[config.mk]
export PLATFORM = sky130hd
export DESIGN_NAME = srx_iter_32bit
export DESIGN_NICKNAME = d
export VERILOG_FILES = /design/src/rtl/srx_pkg.sv /design/src/rtl/srx_step.sv /design/src/rtl/srx_iter_32bit.sv
export SDC_FILE = /design/constraint.sdc
export NUM_CORES = 1
export LEC_CHECK = 0
export ABC_AREA = 1
export BUFFER_PORTS_ARGS = -buffer_cell sky130_fd_sc_hd__buf_2
export CAP_MARGIN = 20
export CORE_ASPECT_RATIO = 0.5
export CORE_MARGIN = 8
export CORE_UTILIZATION = 54
export DETAILED_ROUTE_END_ITERATION = 12
export PLACE_DENSITY_LB_ADDON = 0.3
export SLEW_MARGIN = 20
export SYNTH_ARGS = -nofsm -noshare
export SYNTH_HDL_FRONTEND = slang
export SYNTH_SLANG_ARGS = --single-unit
export TNS_END_PERCENT = 20
[constraint.sdc]
create_clock -name clk_i -period 2.15 [get_ports clk_i]
set_input_delay 0.3225 -clock clk_i [delete_from_list [all_inputs] [get_ports clk_i]]
set_output_delay 0.3225 -clock clk_i [all_outputs]
set_load 0.02 [all_outputs]
[src/rtl/srx_pkg.sv]
// Shared types and sizing for the iterative right shifter.
package srx_pkg;

   localparam int unsigned DATA_W  = 32;
   localparam int unsigned SHAMT_W = 5;
   localparam int unsigned STEP    = 4;
   localparam int unsigned K_W     = $clog2(STEP) + 1;

   typedef enum logic [1:0] {
      SRX_IDLE,
      SRX_SHIFT,
      SRX_DONE
   } srx_state_e;

endpackage : srx_pkg

[src/rtl/srx_step.sv]
// One iteration of the right shifter: shift by k (0..STEP), back-fill with fill.
module srx_step
   import srx_pkg::*;
(
   input  logic [DATA_W-1:0] word,
   input  logic [K_W-1:0]    k,
   input  logic              fill,
   output logic [DATA_W-1:0] shifted
);

   logic [DATA_W-1:0] ones;
   logic [DATA_W-1:0] top_mask;

   // Vacated top bits are selected by a shifted all-ones mask.
   always_comb begin
      ones     = '1;
      top_mask = ~(ones >> k);
      shifted  = (word >> k) | (fill ? top_mask : '0);
   end

endmodule : srx_step

[src/rtl/srx_iter_32bit.sv]
// Multi-cycle SRL/SRA unit retiring up to STEP bit positions per cycle.
module srx_iter_32bit
   import srx_pkg::*;
(
   input  logic               clk_i,
   input  logic               rst_i,
   input  logic               start_i,
   output logic               ready_o,
   input  logic [DATA_W-1:0]  a_i,
   input  logic [SHAMT_W-1:0] shift_i,
   input  logic               arith_i,
   output logic [DATA_W-1:0]  s_o,
   output logic               valid_o,
   input  logic               ack_i
);

   srx_state_e         state;
   logic [DATA_W-1:0]  work;
   logic [SHAMT_W-1:0] count;
   logic               fill;
   logic               valid_q;

   logic [K_W-1:0]     k_c;
   logic [DATA_W-1:0]  step_word;

   // Bits retired this cycle: the remaining count, capped at STEP.
   always_comb begin
      k_c = K_W'(STEP);
      if (count <= SHAMT_W'(STEP)) begin
         k_c = K_W'(count);
      end
   end

   srx_step u_step (
      .word    (work),
      .k       (k_c),
      .fill    (fill),
      .shifted (step_word)
   );

   assign ready_o = (state == SRX_IDLE) && !rst_i;
   assign valid_o = valid_q;
   assign s_o     = valid_q ? work : '0;

   // Control FSM and datapath registers; reset discards any in-flight request.
   always_ff @(posedge clk_i) begin
      if (rst_i) begin
         state   <= SRX_IDLE;
         work    <= '0;
         count   <= '0;
         fill    <= 1'b0;
         valid_q <= 1'b0;
      end else begin
         case (state)
            SRX_IDLE: begin
               if (start_i) begin
                  work  <= a_i;
                  count <= shift_i;
                  fill  <= arith_i & a_i[DATA_W-1];
                  state <= SRX_SHIFT;
               end
            end
            SRX_SHIFT: begin
               work  <= step_word;
               count <= count - SHAMT_W'(k_c);
               if (count <= SHAMT_W'(STEP)) begin
                  state   <= SRX_DONE;
                  valid_q <= 1'b1;
               end
            end
            SRX_DONE: begin
               if (ack_i) begin
                  state   <= SRX_IDLE;
                  valid_q <= 1'b0;
               end
            end
            default: begin
               state   <= SRX_IDLE;
               valid_q <= 1'b0;
            end
         endcase
      end
   end

endmodule : srx_iter_32bit

* Yosys cells after proc, flatten, opt, wreduce, memory -nomap -nowiden
Index checks and enable logic that the tools add are counted.
** Word-level totals
- Output and inout bits :: 34
- Memory bits (read-only) :: 0
- Register bits after elaboration :: 41
- RAM bits :: 0
- Logic and storage cells :: 40
- Input port bits :: 42
- Latch bits :: 0
- Memories kept :: 0
** Operators by class
- Muxes and demuxes :: 14
- Reduce and logical (&&, ||, !) cells :: 8
- Shifts and indexed selects :: 2
- Bitwise logic cells :: 4
- Add/sub/neg operators :: 1
- Magnitude comparators :: 1
- Equal/unequal tests :: 5
- Multiply operators :: 0
- Divide/modulo/power cells :: 0
** Operators by type and width (count)
- two-way mux 32 bit :: 3
- one-hot mux 32 bit (2 select lines) :: 1
- NOT 32 bit :: 1
- bitwise OR 32 bit :: 1
- >> shifter 32 x 3 -> 32 bit :: 1
- >> shifter 32 x 3 -> 32 bit (first input constant) :: 1
- one-hot mux 5 bit (2 select lines) :: 1
- two-way mux 2 bit :: 3
- != test 2 bit (second input constant) :: 3
- one-hot mux 2 bit (3 select lines) :: 1
- AND reduction 3 bit :: 2
- less-or-equal comparator 5 x 3 -> 1 bit (second input constant) :: 1
- two-way mux 5 bit :: 1
- subtractor 5 x 3 -> 5 bit :: 1
- AND reduction 2 bit :: 2
- two-way mux 3 bit :: 1
- one-hot mux 1 bit (3 select lines) :: 1
- == test 2 x 1 -> 1 bit (second input constant) :: 1
- == test 2 bit (second input constant) :: 1
- zero test 2 bit :: 1
- two-way mux 1 bit :: 2
- nonzero test 2 bit :: 1
- AND 1 bit :: 1
- logical AND 1 bit :: 1
- other kinds (2) :: 2

* Longest topological paths before layout
- Word-level depth :: 7
- Mapped depth :: 10
- Gate-level depth less buffers :: 10

* By module
From an unflattened synthesis, not the netlist that was laid out.
** Unflattened totals
- Cell total of the unflattened synthesis :: 634
- Area total of the unflattened synthesis :: 3432.0 µm²
** Modules (own cells, without submodules)
- srx_iter_32bit :: area an instance 2268.4 µm², cells each 384, instances 1
- srx_step :: area an instance 1163.6 µm², cells each 250, instances 1

* Worst setup path after synthesis
OpenSTA, ideal clock, no wires.
- Path type :: register to register
- Start point :: register count[3]
- End point :: register count[4]
- Slack :: 384 ps
- Arrival time :: 1634 ps
- Cell stages (with the launch flop) :: 10
- Required time :: 2018 ps
- Clock period less this slack :: 1766 ps
- Path through :: dfxtp_1 -> nor2_8 -> nand2_4 -> buf_1 -> nand2_1 -> ha_1 -> a21oi_1 -> nor2_1 -> o21bai_1 -> a21oi_1
** Between the ends
- Cells in the longest elaborated chain, start to end :: 4
** Ends and longest elaborated chain
- start, declared :: line srx_iter_32bit.sv:19 : logic [SHAMT_W-1:0] count;
- start signal, assigned :: line srx_iter_32bit.sv:58 : count <= shift_i;
- start signal, assigned :: line srx_iter_32bit.sv:65 : count <= count - SHAMT_W'(k_c);
- less-or-equal comparator 5 x 3 -> 1 bit :: line srx_iter_32bit.sv:29 : if (count <= SHAMT_W'(STEP)) begin
- two-way mux 3 bit :: line srx_iter_32bit.sv:29
- subtractor 5 x 3 -> 5 bit (*) :: line srx_iter_32bit.sv:65
- one-hot mux 5 bit (2 select lines) (*) :: line srx_iter_32bit.sv:54 : case (state)
Mark *: on every way between the ends. The rest lies on a longest branch, timed or not.
A chain may end at the register's enable or synchronous reset.

* Final worst setup path
- Start point :: register count[3]
- End point :: register work[29]
** Between the ends
- Cells in the longest elaborated chain, start to end :: 7
- Elaborated cells on any way between the ends :: 8
- Those cells by class :: order compare (1); shift (2); mux (3); bitwise (2)
** Ends and longest elaborated chain
- less-or-equal comparator 5 x 3 -> 1 bit (*) :: line srx_iter_32bit.sv:29
- two-way mux 3 bit (*) :: line srx_iter_32bit.sv:29
- >> shifter 32 x 3 -> 32 bit :: line srx_step.sv:17 : top_mask = ~(ones >> k);
- NOT 32 bit :: line srx_step.sv:17
- two-way mux 32 bit :: line srx_step.sv:18 : shifted = (word >> k) | (fill ? top_mask : '0);
- bitwise OR 32 bit (*) :: line srx_step.sv:18
- one-hot mux 32 bit (2 select lines) (*) :: line srx_iter_32bit.sv:54
- end signal, assigned :: line srx_iter_32bit.sv:57 : work <= a_i;
- end signal, assigned :: line srx_iter_32bit.sv:64 : work <= step_word;
- end, declared :: line srx_iter_32bit.sv:18 : logic [DATA_W-1:0] work;
Marks and branches as above.

==> results.md <==
* Worst-path clk slew at 60 ps
* GRT Util Overall at 21.4%
* Fin crit share at 87.9%
* Initial core utilization at 56.3%
* GP Congestion at 0.869
* Clk buf depth at 2
* Vias at 3630
* Cells after synthesis at 525
* Max-cap violations at 0
* Register area share after synthesis at 26.6%
* Clock latency on the worst-skew pair at 290 ps
* CP Capture Type: flop
* Clk sinks at 41
* First-pass GRT wire length at 15600 µm
* Fillcell total at 547
* Die ar. at 8550 µm²
* Area Growth Syn to Fin at 17.3%
* Setup crit start kind: flop
* Final instance area at 3630 µm²
* Clock root cell: clkbuf_16
* Placed Area at 3450 µm²
* WL/cell at 14.2 µm
* Core outline area at 5490 µm²
* ANT cells at 0
* Initial DRC Count at 484
* Worst path max stage delay at 390 ps
* Num rows at 19
* CTS tree: done
* Worst path cell trace: nor2_8 > nand2_4 > nor2_4 > buf_4 > nand3_1 > nand2_1 > nand2_1 > a21oi_1
* RSZ-0062 raised after global routing: no
* GR Overflow Total at 0
* Final slew viol count at 0
* Setup_tns at 0 ps
* Worst Skew at 7.73 ps
* CTS Buf Count at 5
* Synthesized area at 3090 µm²
* Largest net degree at the start of global routing at 53
* Post-synth cell types at 32
* Final-report setup violation count at 0
* Final WS setup at 259 ps
* DRT Pass-1 Iters at 5
* Final non-filler cell total at 654
* Vert. Die Dim at 69.5 µm
* DP Worst Slack at 326 ps
* Hold Slack at 295 ps
* Die Wd at 123 µm
* Top Ports at 76
* Hold Crit Class: in -> reg
* Synth Register Bits at 41
* Placed Instances at 646
* Power Density at 830 nW/µm²
* Syn_nets at 568
* Worst vdd rail ir drop at 0.593 mV
* Drt drc at 0
* Final-stage net count at 623
* Share of cells above drive strength 1 at 18.2%
* Synth Warn # at 0
* Worst path arrival time at 2110 ps
* Vias in the first global route at 3225
* Slowest cell on crit path: dfxtp_1
* Max FO, Critical Path at 18
* Initial antenna violation count at 0
* I/O Buffers at 75
* Outcome: finished clean
* Slew margin rel. at 55.9%
* CP required at 2370 ps
* Post-layout min period at 1890 ps
* Vias per cell at 5.55
* Detail Placement HPWL at 6280 µm
* Syn avg cell area at 5.89 µm²
* Cell leakage power at 1.86 nW
* Antenna-violating nets left at 0
* Crit path kind: reg -> reg
* Total Wirelength at 9260 µm
* Least-Margin Pin Slew at 659 ps
* Setup bufs post-CTS at 0
* CP most frequent cell: nand2_1
* Fmax at 529 MHz
* Post-CTS Hold Buffers at 0
* Post-CTS Resized at 0
* Fin. Hold Viols at 0
* H-tree depth at 2
-- metrics by stage --
step,utilization (%),power [mW]
floorplan,-,1.86
global placement,62.9,2.09
detailed placement,62.9,2.10
CTS,66.0,2.99
global route,66.0,3.19
finish,66.0,3.01
-- kinds of logic (layout without fill, tap and decap cells) --
group           after synthesis  count (layout)  synth area share [%]
buf+inv                      97             153                  13.6
compound gates              127             127                  22.5
fa+ha+maj                     1               1                 0.405
simple gates                258             258                  36.8
other cells                   1               1                 0.121
flops                        41              41                  26.6
-- final cells by class --
class | instances | area [µm²] | share of cell area, %
multi-input cells | 387 | 1850 | 51.0
repair buffers | 85 | 463 | 12.8
inverters | 60 | 228 | 6.28
well taps | 73 | 91.3 | 2.52
clock inverters | 1 | 30.0 | 0.828
clock buffers | 7 | 143 | 3.93
flip-flops and latches | 41 | 821 | 22.6
-- cells in the final DEF (no fill, tap or decap) --
cell,count
nand2_1,125
nor2_2,1
buf_12,1
nor2_8,1
nand3_1,78
conb_1,1
a31oi_1,2
buf_4,9
o21a_1,1
inv_1,58
ha_1,1
dfxtp_1,41
clkbuf_1,1
nand4_1,4
inv_4,1
clkbuf_8,1
o211ai_1,8
nor2_1,40
or3_1,1
bufinv_16,1
inv_2,1
or2_2,4
o211ai_2,2
a211oi_1,1
o21ai_0,56
nand3_4,1
clkbuf_16,5
nand2_4,1
o21bai_1,1
buf_2,75
nor2_4,1
nand2_2,1
a21oi_1,52
o221ai_1,4
-- critical path: cells and delay by family, from the launching register on --
kind / cells / cell delay, ps
AOI/OAI and AO/OA: 1 / 120
buffers and inverters: 1 / 310
DFF: 1 / 390
and+or+nand+nor: 6 / 990
-- per-layer routing --
metal	GRT usage, %	part of all wire [%]	vias up
li1	-	-	1839
met2	32.4	44	147
met4	5.03	1.3	0
met1	30.0	47	1627
met5	0	0	-
met3	4.47	7.8	17
-- where the power goes --
part | switching, mW | internal, mW
sequential | 0.143 | 0.873
clock | 0.305 | 0.580
combinational | 0.731 | 0.377
-- cells in the mapped netlist --
| cell | n | area (µm²) |
|---|---|---|
| nand2_1 | 125 | 469 |
| nand3_1 | 78 | 390 |
| inv_1 | 58 | 218 |
| o21ai_0 | 56 | 280 |
| a21oi_1 | 52 | 260 |
| dfxtp_1 | 41 | 821 |
| nor2_1 | 40 | 150 |
| clkbuf_1 | 20 | 75.1 |
| buf_2 | 9 | 45.0 |
| o211ai_1 | 8 | 60.1 |
| buf_6 | 5 | 56.3 |
| nand4_1 | 4 | 25.0 |
| o221ai_1 | 4 | 35.0 |
| or2_2 | 4 | 25.0 |
| a31oi_1 | 2 | 12.5 |
| buf_1 | 2 | 7.51 |
| o211ai_2 | 2 | 25.0 |
| a211oi_1 | 1 | 7.51 |
| buf_4 | 1 | 7.51 |
| conb_1 | 1 | 3.75 |
| ha_1 | 1 | 12.5 |
| inv_2 | 1 | 3.75 |
| inv_4 | 1 | 6.26 |
| nand2_2 | 1 | 6.26 |
| nand2_4 | 1 | 11.3 |
| nand3_4 | 1 | 17.5 |
| nor2_2 | 1 | 6.26 |
| nor2_4 | 1 | 11.3 |
| nor2_8 | 1 | 20.0 |
| o21a_1 | 1 | 7.51 |
| o21bai_1 | 1 | 7.51 |
| or3_1 | 1 | 6.26 |
-- sequential cells by signal, summed over array words and instances, names as in the netlist --
register,cells
state,2
work,32
fill,1
count,5
valid_o,1
-- path summary, 6_finish.rpt --
| path | start | to | slack, ps | depth (start not counted) |
|---|---|---|---|---|
| hold / removal | shift_i[1] | count[1]$_SDFFE_PP0P_ | 300 | 3 |
| setup reg to reg | count[3]$_SDFFE_PP0P_ | work[29]$_SDFFE_PP0P_ | 260 | 8 |
| hold reg to reg | work[0]$_SDFFE_PP0P_ | work[0]$_SDFFE_PP0P_ | 480 | 2 |
| setup / recovery | count[3]$_SDFFE_PP0P_ | work[29]$_SDFFE_PP0P_ | 260 | 8 |
(Power assumes the default switching activity.)
